===== src/rtl/pwm_duty_ctrl.sv =====
// pwm_duty_ctrl: debounced pushbutton duty controller with auto-repeat.
// Steps land in duty_pend; duty follows only at PWM period boundaries.

module pwm_duty_ctrl #(
  parameter logic [15:0] DEBOUNCE_CYCLES = 16'd50000,
  parameter logic [31:0] HOLD_CYCLES     = 32'd25000000,
  parameter logic [31:0] REPEAT_CYCLES   = 32'd5000000,
  parameter logic [7:0]  DUTY_MAX        = 8'd100
) (
  input  logic       clk,
  input  logic       reset,
  input  logic       inc,
  input  logic       inc1,
  input  logic       dec,
  input  logic       dec1,
  input  logic       period_end,
  output logic [7:0] duty,
  output logic [7:0] duty_pend,
  output logic       pend
);

  localparam logic [2:0] S_IDLE     = 3'd0;
  localparam logic [2:0] S_DB_PRESS = 3'd1;
  localparam logic [2:0] S_HELD     = 3'd2;
  localparam logic [2:0] S_REPEAT   = 3'd3;
  localparam logic [2:0] S_DB_REL   = 3'd4;

  localparam logic [31:0] DB_LAST =
    {16'd0, DEBOUNCE_CYCLES} - 32'd1;
  localparam logic [31:0] HOLD_LAST = HOLD_CYCLES - 32'd1;
  localparam logic [31:0] REP_LAST  = REPEAT_CYCLES - 32'd1;

  // index order is arbitration priority: inc, dec, dec1, inc1
  logic [3:0]  btn_raw;
  logic [3:0]  btn;
  logic [3:0]  step;

  logic [1:0]  sync_q  [4];
  logic [1:0]  sync_d  [4];
  logic [2:0]  state_q [4];
  logic [2:0]  state_d [4];
  logic [31:0] cnt_q   [4];
  logic [31:0] cnt_d   [4];

  logic [7:0]  duty_q, duty_d;
  logic [7:0]  duty_pend_q, duty_pend_d;
  logic        pend_q, pend_d;

  logic [8:0]  pend_w, max_w, up1_w, up10_w;
  logic [7:0]  up1, up10, dn1, dn10;

  assign btn_raw = {inc1, dec1, dec, inc};

  // two-flop synchronisers feeding the per-button state machines
  always_comb begin
    for (int i = 0; i < 4; i++) begin
      sync_d[i] = {sync_q[i][0], btn_raw[i]};
      btn[i]    = sync_q[i][1];
    end
  end

  // per-button debounce / hold / repeat machine, step is a 1-cycle pulse
  always_comb begin
    for (int i = 0; i < 4; i++) begin
      state_d[i] = state_q[i];
      cnt_d[i]   = cnt_q[i] + 32'd1;
      step[i]    = 1'b0;
      unique case (state_q[i])
        S_IDLE: begin
          cnt_d[i] = '0;
          if (!btn[i]) state_d[i] = S_DB_PRESS;
        end
        S_DB_PRESS: begin
          if (btn[i]) begin
            state_d[i] = S_IDLE;
            cnt_d[i]   = '0;
          end else if (cnt_q[i] == DB_LAST) begin
            state_d[i] = S_HELD;
            cnt_d[i]   = '0;
            step[i]    = 1'b1;
          end
        end
        S_HELD: begin
          if (btn[i]) begin
            state_d[i] = S_DB_REL;
            cnt_d[i]   = '0;
          end else if (cnt_q[i] == HOLD_LAST) begin
            state_d[i] = S_REPEAT;
            cnt_d[i]   = '0;
            step[i]    = 1'b1;
          end
        end
        S_REPEAT: begin
          if (btn[i]) begin
            state_d[i] = S_DB_REL;
            cnt_d[i]   = '0;
          end else if (cnt_q[i] == REP_LAST) begin
            cnt_d[i]   = '0;
            step[i]    = 1'b1;
          end
        end
        S_DB_REL: begin
          if (!btn[i]) begin
            state_d[i] = S_HELD;
            cnt_d[i]   = '0;
          end else if (cnt_q[i] == DB_LAST) begin
            state_d[i] = S_IDLE;
            cnt_d[i]   = '0;
          end
        end
        default: begin
          state_d[i] = S_IDLE;
          cnt_d[i]   = '0;
        end
      endcase
    end
  end

  // saturating step candidates, widened so +10 near 255 cannot wrap
  always_comb begin
    pend_w = {1'b0, duty_pend_q};
    max_w  = {1'b0, DUTY_MAX};
    up1_w  = pend_w + 9'd1;
    up10_w = pend_w + 9'd10;
    up1    = (up1_w > max_w) ? DUTY_MAX : up1_w[7:0];
    up10   = (up10_w > max_w) ? DUTY_MAX : up10_w[7:0];
    dn1    = (pend_w < 9'd1) ? 8'd0 : duty_pend_q - 8'd1;
    dn10   = (pend_w < 9'd10) ? 8'd0 : duty_pend_q - 8'd10;
  end

  // one step per cycle; duty picks up the old pending value at wrap
  always_comb begin
    duty_pend_d = duty_pend_q;
    priority case (1'b1)
      step[0]: duty_pend_d = up1;
      step[1]: duty_pend_d = dn1;
      step[2]: duty_pend_d = dn10;
      step[3]: duty_pend_d = up10;
      default: duty_pend_d = duty_pend_q;
    endcase
    duty_d = period_end ? duty_pend_q : duty_q;
    pend_d = (duty_d != duty_pend_d);
  end

  // button state; synchronisers idle released (high) out of reset
  always_ff @(posedge clk or negedge reset) begin
    if (!reset) begin
      for (int i = 0; i < 4; i++) begin
        sync_q[i]  <= 2'b11;
        state_q[i] <= S_IDLE;
        cnt_q[i]   <= '0;
      end
    end else begin
      for (int i = 0; i < 4; i++) begin
        sync_q[i]  <= sync_d[i];
        state_q[i] <= state_d[i];
        cnt_q[i]   <= cnt_d[i];
      end
    end
  end

  // duty registers
  always_ff @(posedge clk or negedge reset) begin
    if (!reset) begin
      duty_q      <= '0;
      duty_pend_q <= '0;
      pend_q      <= 1'b0;
    end else begin
      duty_q      <= duty_d;
      duty_pend_q <= duty_pend_d;
      pend_q      <= pend_d;
    end
  end

  assign duty      = duty_q;
  assign duty_pend = duty_pend_q;
  assign pend      = pend_q;

endmodule


===== config.mk =====
export PLATFORM = sky130hd
export DESIGN_NAME = pwm_duty_ctrl
export DESIGN_NICKNAME = d
export VERILOG_FILES = /design/src/rtl/pwm_duty_ctrl.sv
export SDC_FILE = /design/constraint.sdc
export NUM_CORES = 1
export LEC_CHECK = 0
export ABC_AREA = 0
export BUFFER_PORTS_ARGS = -buffer_cell sky130_fd_sc_hd__buf_2
export CORE_ASPECT_RATIO = 1.4
export CORE_MARGIN = 2
export CORE_UTILIZATION = 62
export DETAILED_ROUTE_END_ITERATION = 12
export GPL_ROUTABILITY_DRIVEN = 0
export MAX_ROUTING_LAYER = met4
export PLACE_DENSITY = 0.79
export REMOVE_ABC_BUFFERS = 1
export SLEW_MARGIN = 20
export SYNTH_ARGS = -nofsm -noshare
export SYNTH_HDL_FRONTEND = slang
export SYNTH_SLANG_ARGS = --single-unit

===== constraint.sdc =====
create_clock -name clk -period 4 [get_ports clk]
set_input_delay 1.2 -clock clk [delete_from_list [all_inputs] [get_ports clk]]
set_output_delay 1.2 -clock clk [all_outputs]
set_load 0.01 [all_outputs]

==> results.toml <==
[run_status]
status = "complete, no violations"

[yosys]
yosysSeqAreaShare_pct = 44.2
synth_warnings = 0
synth_cell_types = 71
postSynthRegisterBits = 165
synthTopCellsByArea = "dfrtp_1 (42%), nor2_1 (7.7%), xor2_1 (7.2%)"
synth_top_area_share_pct = 42.0
syn-cell-area_um2 = 9360
synth_edf_count = 0
synthCells = 1035
synth_top_area_cell = "dfrtp_1"
synth_async_sr_flop_share_pct = 100
ys.flop_type = "dfrtp_1"
syn_area_per_cell_um2 = 9.05

[placement]
hpwlAfterDp_mm = 14.4
post-place-ws_ns = 0.277
io_buffer_count = 23

[route]
drt-pass1-iter-count = 6
wl_per_cell_um = 16.5
vias = 7687
drt_iter0_drc = 629
wl_mm = 20.9
final_antenna_net_count = 0
via_per_inst = 6.08
route.detailed.drc = 0

[clocking]
cts_buffers = 17
cts_max_path_buffers = 2
cts_tree = "yes"
cts-root-buf = "clkbuf_16"
htreeDepth = 4
clk_pin_slew_ns = 0.07
clk_latency_ns = 0.43
clock-sinks = 165

[sta]
max_freq_mhz = 265
slew_headroom_pct = 55.6
setup-tns-final_ns = 0
period_share_pct = 94.4
setup_slack_ns = 0.224
rsz0062_at_grt = "no"
slew_viol_final = 0
finalClockSkew_ns = 0.00815
tightest_slew_ns = 0.666
setup_viol = 0
hold_violations = 0
finalCriticalPeriod_ns = 3.78

[floorplanning]
die_y_um = 149
dieArea_um2 = 16100
core-area_um2 = 14900
fp.dieW_um = 108
start_util_pct = 62.8
row_count = 53
ios = 24

[finish]
area_growth_pct = 11.0
nFillCells = 1170
drive_above_1_share_pct = 10.1
antennaDiodeCount = 0
final_cell_mix = "nor2_1 (191), dfrtp_1 (157), nand2_1 (79), xor2_1 (77), nand3_1 (66)"
final_net_count = 1077
layout_commonest_cell = "nor2_1"
utilization_pct = 69.7

[power]
peakVddDrop_uv = 262
power_density_nw_per_um2 = 342
cellLeakagePower_nw = 4.30

[global_routing]
grt_antenna_before_repair = 0
grt_pass1_vias = 7585
grt_pass1_wl_mm = 35.7
grt_max_degree = 74
grt_overflow = 0
grt_use_total_pct = 28.3

[worst_setup_path]
worstPathMaxFanout = 10
crit_path_start_kind = "flop"
required_ns = 4.29
critPathCaptureType = "flop"
crit_arrival_ns = 4.07
worstSetupPathType = "reg2reg"

[hold_path]
hp-class = "reg2reg"

[run]
maxCapViolCount = 0
[sequential cells by signal, indices dropped and copies added (netlist names)]
name / cells
cnt_q: 128
state_q: 12
duty: 8
duty_pend: 8
btn: 4
sync_d: 4
pend: 1
[power by group]
part           internal [W]  switching, W
registers           0.00169     0.0000244
logic             0.0000343     0.0000953
clock network      0.000999      0.000714
total               0.00272      0.000833
[repair_timing]
item | 4_1_cts | 5_1_grt
endpoints found under the setup margin | 0 | 1
resized for setup | 0 | 1
endpoints found under the hold margin | 0 | 0
hold buffers | 0 | 0
setup buffers | 0 | 0
[routing by layer]
metal / GRT usage [%] / vias to the layer above / wire length, um
met5: - / - / 0
met4: 12.6 / 0 / 743
met3: 4.70 / 68 / 737
met2: 47.5 / 209 / 10700
met1: 33.5 / 3729 / 8660
li1: - / 3681 / -
[kinds of logic after synthesis]
family / Yosys count / share of synthesized area [%]
muxes: 12 / 1.38
adders and majority gates: 11 / 1.47
xor gates and xnor gates: 130 / 12.2
and+or+nand+nor: 534 / 29.2
DFF: 165 / 44.2
buffers and inverters: 58 / 2.34
AOI/OAI and AO/OA: 125 / 9.27
[cell type report]
type	instances	area (um2)	area share, %
multi-input cells	812	5040	48.5
flip-flops and latches	165	4140	39.8
clock buffers	17	425	4.09
repair buffers	42	277	2.66
well taps	192	240	2.31
clock inverters	15	191	1.84
inverters	21	78.8	0.758
[final timing paths]
check	from	to	slack [ns]	cells past startpoint
max in group asynchronous	reset	btn[1]$_DFF_PN1_	2.37	2
setup reg to reg	cnt_q[23]$_DFF_PN0_	pend$_DFF_PN0_	0.22	10
hold / removal	sync_d[1]$_DFF_PN1_	btn[3]$_DFF_PN1_	0.36	0
min in group asynchronous	reset	cnt_q[102]$_DFF_PN0_	0.71	1
setup / recovery	cnt_q[23]$_DFF_PN0_	pend$_DFF_PN0_	0.22	10
hold reg to reg	sync_d[1]$_DFF_PN1_	btn[3]$_DFF_PN1_	0.36	0
[cells in the mapped netlist (5+ instances only)]
cell type / n
inv_1: 21
clkbuf_1: 35
o31ai_1: 7
o21a_1: 9
and3_1: 24
and4_1: 16
mux2_2: 7
xnor2_1: 53
nor3_1: 16
mux2i_1: 5
or3_1: 10
ha_1: 11
nand2_1: 79
or4_1: 7
nand4_1: 37
dfstp_2: 8
nor2_1: 191
a21oi_1: 25
nand2b_1: 7
and2_1: 12
o211ai_1: 6
o21ai_0: 21
nand3_1: 66
nor4b_1: 8
a211oi_1: 5
nor4bb_1: 5
dfrtp_1: 157
nor4_1: 17
xor2_1: 77
nor2b_1: 17
[worst max-delay path, cell delays in order (launching register included)]
cell	delay, ns
dfrtp_1	0.44
or3_1	0.41
or4_4	0.54
or4_4	0.51
a21oi_4	0.33
o21ai_2	0.15
or4_1	0.46
nand4_1	0.11
o31a_1	0.13
nand4_1	0.07
or4_1	0.48
[through the flow]
stage	hold WS (ns)	instances	area (um2)	power (W)
floorplan	0.345	998	9220	0.00180
global placement	0.346	1232	9770	0.00187
detailed placement	0.350	1232	9770	0.00187
CTS	0.364	1264	10400	0.00359
global route	0.368	1264	10400	0.00368
finish	0.364	1264	10400	0.00355
(Power assumes the default switching activity.)
